## src/rtl/bin2bcd_if.sv

```systemverilog
// Handshake and result bundle for the sequential binary-to-BCD converter.
// The master side requests a conversion; the slave side (the converter) returns the digits.
`timescale 1ns/1ps
interface bin2bcd_if #(
    parameter int W = 14
);
    logic         start;
    logic [W-1:0] bin;
    logic         ready;
    logic         done_tick;
    logic [3:0]   bcd3;
    logic [3:0]   bcd2;
    logic [3:0]   bcd1;
    logic [3:0]   bcd0;
    logic         overflow;

    modport master (
        output start, bin,
        input  ready, done_tick, bcd3, bcd2, bcd1, bcd0, overflow
    );

    modport slave (
        input  start, bin,
        output ready, done_tick, bcd3, bcd2, bcd1, bcd0, overflow
    );
endinterface

```

## src/rtl/bin2bcd.sv

```systemverilog
// Sequential W-bit binary to 4-digit packed BCD converter (double dabble, one bit per clock).
// Digits beyond 9999 wrap modulo 10000 and are flagged through overflow.
`timescale 1ns/1ps
module bin2bcd #(
    parameter int W = 14
) (
    input  logic      clk,
    input  logic      reset,
    bin2bcd_if.slave  bus
);
    localparam int CW = (W > 14) ? W : 14;

    typedef enum logic [1:0] {
        IDLE = 2'd0,
        OP   = 2'd1,
        DONE = 2'd2
    } state_t;

    state_t          state_r;
    logic [4:0]      n_r;
    logic [W-1:0]    shreg_r;
    logic [15:0]     dig_r;
    logic            ov_next_r;
    logic [15:0]     bcd_r;
    logic            ov_r;

    logic [15:0]     adj_s;
    logic [16+W-1:0] shifted_s;
    logic [15:0]     dig_shift_s;
    logic [W-1:0]    sh_shift_s;
    logic [CW-1:0]   bin_ext_s;
    logic            ov_cap_s;

    function automatic logic [15:0] add3_digits(input logic [15:0] d);
        logic [15:0] r;
        r = d;
        for (int i = 0; i < 4; i++) begin
            if (d[4*i +: 4] >= 4'd5) begin
                r[4*i +: 4] = d[4*i +: 4] + 4'd3;
            end else begin
                r[4*i +: 4] = d[4*i +: 4];
            end
        end
        return r;
    endfunction

    // One double-dabble step; the top bit falling off the shift is the discarded digit-3 carry.
    always_comb begin
        adj_s       = add3_digits(dig_r);
        shifted_s   = {adj_s, shreg_r} << 1;
        dig_shift_s = shifted_s[16+W-1:W];
        sh_shift_s  = shifted_s[W-1:0];
        bin_ext_s   = CW'(bus.bin);
        ov_cap_s    = (bin_ext_s > CW'(9999));
    end

    // Control FSM with datapath and result registers.
    always_ff @(posedge clk or negedge reset) begin
        if (!reset) begin
            state_r   <= IDLE;
            n_r       <= 5'd0;
            shreg_r   <= '0;
            dig_r     <= 16'd0;
            ov_next_r <= 1'b0;
            bcd_r     <= 16'd0;
            ov_r      <= 1'b0;
        end else begin
            case (state_r)
                IDLE: begin
                    if (bus.start) begin
                        shreg_r   <= bus.bin;
                        dig_r     <= 16'd0;
                        n_r       <= 5'(W);
                        ov_next_r <= ov_cap_s;
                        state_r   <= OP;
                    end else begin
                        state_r   <= IDLE;
                    end
                end
                OP: begin
                    dig_r   <= dig_shift_s;
                    shreg_r <= sh_shift_s;
                    n_r     <= n_r - 5'd1;
                    if (n_r == 5'd1) begin
                        bcd_r   <= dig_shift_s;
                        ov_r    <= ov_next_r;
                        state_r <= DONE;
                    end else begin
                        state_r <= OP;
                    end
                end
                DONE: begin
                    state_r <= IDLE;
                end
                default: begin
                    state_r <= IDLE;
                end
            endcase
        end
    end

    assign bus.ready     = (state_r == IDLE);
    assign bus.done_tick = (state_r == DONE);
    assign bus.bcd3      = bcd_r[15:12];
    assign bus.bcd2      = bcd_r[11:8];
    assign bus.bcd1      = bcd_r[7:4];
    assign bus.bcd0      = bcd_r[3:0];
    assign bus.overflow  = ov_r;
endmodule
```

## src/flat_wrapper.sv

```systemverilog
// flat-port wrapper written by rule: the top's interface ports become plain ports
module bin2bcd_flat 
#(
    parameter int W = 14
)
  (clk, reset, bus_start, bus_bin, bus_ready, bus_done_tick, bus_bcd3, bus_bcd2, bus_bcd1, bus_bcd0, bus_overflow);
  bin2bcd_if #(.W(W)) bus_i ();
  input  logic clk;
  input  logic reset;
  input wire logic [$bits(bus_i.start)-1:0] bus_start;
  input wire logic [$bits(bus_i.bin)-1:0] bus_bin;
  output wire logic [$bits(bus_i.ready)-1:0] bus_ready;
  output wire logic [$bits(bus_i.done_tick)-1:0] bus_done_tick;
  output wire logic [$bits(bus_i.bcd3)-1:0] bus_bcd3;
  output wire logic [$bits(bus_i.bcd2)-1:0] bus_bcd2;
  output wire logic [$bits(bus_i.bcd1)-1:0] bus_bcd1;
  output wire logic [$bits(bus_i.bcd0)-1:0] bus_bcd0;
  output wire logic [$bits(bus_i.overflow)-1:0] bus_overflow;
  assign bus_i.start = bus_start;
  assign bus_i.bin = bus_bin;
  assign bus_ready = bus_i.ready;
  assign bus_done_tick = bus_i.done_tick;
  assign bus_bcd3 = bus_i.bcd3;
  assign bus_bcd2 = bus_i.bcd2;
  assign bus_bcd1 = bus_i.bcd1;
  assign bus_bcd0 = bus_i.bcd0;
  assign bus_overflow = bus_i.overflow;
  bin2bcd #(.W(W)) u_core (.clk(clk), .reset(reset), .bus(bus_i));
endmodule
```

## config.mk

```make
export PLATFORM = sky130hd
export DESIGN_NAME = bin2bcd_flat
export DESIGN_NICKNAME = d
export VERILOG_FILES = /design/src/rtl/bin2bcd_if.sv /design/src/rtl/bin2bcd.sv /design/src/flat_wrapper.sv
export SDC_FILE = /design/constraint.sdc
export NUM_CORES = 1
export LEC_CHECK = 0
export BUFFER_PORTS_ARGS = -buffer_cell sky130_fd_sc_hd__buf_2
export CAP_MARGIN = 5
export CORE_ASPECT_RATIO = 1.4
export CORE_MARGIN = 1.5
export CORE_UTILIZATION = 61
export DETAILED_ROUTE_END_ITERATION = 6
export HOLD_SLACK_MARGIN = 0.08
export MAX_ROUTING_LAYER = met4
export PLACE_DENSITY_LB_ADDON = 0.15
export SYNTH_ARGS = -nofsm -noshare
export SYNTH_HDL_FRONTEND = slang
export SYNTH_SLANG_ARGS = --single-unit
```

## constraint.sdc

```tcl
create_clock -name clk -period 3 [get_ports clk]
set_clock_uncertainty 0.2 [all_clocks]
set_input_delay 0.15 -clock clk [delete_from_list [all_inputs] [get_ports clk]]
set_output_delay 0.15 -clock clk [all_outputs]
set_load 0.01 [all_outputs]
```

==> results_dict.tcl <==
set metrics [dict create \
    critPathSlowestCell "nand2b_1" \
    clk_latency_ns 0.31 \
    row_count 27 \
    cp_top_family "simple AND/OR/NAND/NOR gates" \
    grt_use_total_pct 26.1 \
    nFillCells 287 \
    cp_num_cells 4 \
    violations "design-rule violations" \
    diodes 0 \
    vias 2027 \
    drive_gt1_share_pct 19.0 \
    slew_headroom_pct 35.9 \
    dieArea_um2 4650 \
    required_ns 3.01 \
    cellPowerDensity_nw_per_um2 1060 \
    path_clk_slew_ns 0.10 \
    ys_seq_area_share_pct 53.1 \
    tightest_slew_ns 0.962 \
    fin_setup_tns_ns 0 \
    cts_buffers 5 \
    synth_top_cell_area_share_pct 53.1 \
    reg2reg_slack_ns 0.91 \
    synth_area_um2 2590 \
    synth_top_area_cell "dfrtp_1" \
    syn_to_final_growth_pct 17.1 \
    cts.path.max_buffers 2 \
    num_io_pins 36 \
    path_buf_inv 0 \
    status "finished, violations left" \
    setup_violations 0 \
    drv_cap 0 \
    fin_crit_ns 2.09 \
    io_buffer_count 35 \
    via_per_inst 5.73 \
    crit_arrival_ns 2.10 \
    start_util_pct 64.5 \
    grt_setup_unrepaired "false" \
    finalCritPeriodShare_pct 69.6 \
    overflow 0 \
    drt-initial-drc-count 84 \
    wl_um 5170 \
    path_class "register to register" \
    reg2reg_to "u_core.dig_r[15]" \
    layout.nets 337 \
    path_max_fanout 25 \
    top_usage_layer "met2" \
    drc 1 \
    synthTopCellsByCount "dfrtp_1 (55), nand2_1 (33), o21ai_0 (28)" \
    startpoint_type "register" \
    fin_util_pct 75.5 \
    drt-pass1-iter-count 6 \
    netlist_top_cells_area "dfrtp_1 (53%), o21ai_0 (5.4%), ha_1 (4.8%)" \
    gp_congestion 0.806 \
    reg2reg_depth 4 \
    use_met2_pct 45.2 \
    hold_path.class "input pin to async pin" \
    synth.ff_latch_count 55 \
    hold_violations 0 \
    ant_nets 0 \
    use_met1_pct 30.5 \
    grt_pass1_wl_um 9000 \
    antenna_found_initial 0 \
    crit_chain "nand2b_1 > nand2_4 > o31ai_1 > a32o_1" \
    clkSinkCount 55 \
    vdd_drop_max_mv 0.609 \
    syn_area_per_cell_um2 9.97 \
    synthFlopType "dfrtp_1" \
    grt_max_degree 34 \
    dp_hpwl_um 3490 \
    synth_most_common_cell "dfrtp_1" \
    end_kind "register" \
    place_inst 331 \
    grt_pass1_vias 2055 \
    die_h_um 80.1 \
    routedWlPerCell_um 14.6 \
    core_um2 4020 \
    layout.cells.non_filler 354 \
    synth_edf_count 0 \
    cts_tree "yes" \
    syn_inst 260 \
    ctsHtreeMaxLevel 2 \
    synth_warnings 0 \
    timing.rr.start "u_core.state_r[1]" \
    use_met3_pct 4.51 \
    synth_async_sr_flop_share_pct 100 \
    fmax_mhz 479 \
    synth_nets 287 \
    p_leak_nw 1.44 \
    finalMaxSlewViolations 0 \
    cts-root-buf "clkbuf_8" \
    cp_slowest_stage_delay_ns 0.61 \
    die_x_um 58.1 \
    ys_types 33 \
]
[flip-flops by register name, summed over array words and instances (netlist names)]
name                 cells
u_core.bcd_r            16
u_core.bus.overflow      1
u_core.dig_r            16
u_core.n_r               5
u_core.ov_next_r         1
u_core.shreg_r          14
u_core.state_r           2
[cells by family (layout without fill, tap and decap cells)]
family          Yosys count  in the layout  synth area share [%]
compound gates           69             69                  16.1
xor+xnor                  5              5                  1.69
fa+ha+maj                10             10                  4.83
buf+inv                  24             75                  4.64
flops                    55             55                  53.1
mux                       6              6                  2.61
simple gates             91             91                  17.0
[worst max path at each step]
| stage | slack (ns) | from | end |
|---|---|---|---|
| 3_3_place_gp | 0.96 | u_core.state_r[1] | u_core.dig_r[11] |
| 4_1_cts | 0.91 | u_core.state_r[1] | u_core.dig_r[15] |
| 2_1_floorplan | 1.25 | u_core.dig_r[0] | u_core.bcd_r[2] |
| 5_1_grt | 0.74 | u_core.state_r[1] | u_core.n_r[3] |
| 3_5_place_dp | 0.91 | u_core.state_r[1] | u_core.dig_r[15] |
| 6_report | 0.91 | u_core.state_r[1] | u_core.dig_r[15] |
[per-stage QoR]
stage	area [um^2]	hold WS [ns]	power [mW]	setup slack, ns
finish	3040	0.126	3.21	0.912
global route	3040	0.179	3.49	0.744
detailed placement	2790	-0.0497	2.78	0.912
CTS	3040	0.136	3.24	0.907
floorplan	2590	-0.346	2.40	1.25
global placement	2790	-0.0583	2.71	0.963
[cell type report]
type                            instances  area (um^2)  area share (%)
Timing Repair Buffer                   56          370            12.2
Multi-Input combinational cell        181         1090            36.1
Sequential cell                        55         1380            45.3
Inverter                               11         41.3            1.36
Clock buffer                            6         82.6            2.72
Clock inverter                          2         16.3           0.536
Tap cell                               43         53.8            1.77
[cell usage in the layout (no fill, tap or decap), types with 6 or more instances in the layout]
cell type,count
dfrtp_1,55
buf_2,35
nand2_1,33
o21ai_0,28
nor2_1,20
nand3_1,15
dlygate4sd3_1,15
a21oi_1,12
inv_1,11
ha_1,10
o22ai_1,8
nor3b_1,7
nand2b_1,6
mux2_2,6
clkbuf_8,6
buf_4,6
[report_power, final]
group / switching (mW) / internal [mW] / total (mW)
Clock: 0.245 / 0.189 / 0.433
Sequential: 0.254 / 1.09 / 1.35
Combinational: 0.796 / 0.636 / 1.43
[routing by layer]
metal,up-vias,share of wire (%),wire [um]
li1,1004,-,-
met1,972,43,2210
met2,44,53,2740
met4,0,1.6,81
met5,-,0,0
met3,7,2.7,137
[repair_timing]
| item | CTS | global route |
|---|---|---|
| buffers inserted | 0 | 0 |
| hold buffers | 15 | 0 |
| gates resized for setup | 0 | 0 |
| endpoints found under the hold margin | 37 | 0 |
(Power assumes the default switching activity.)
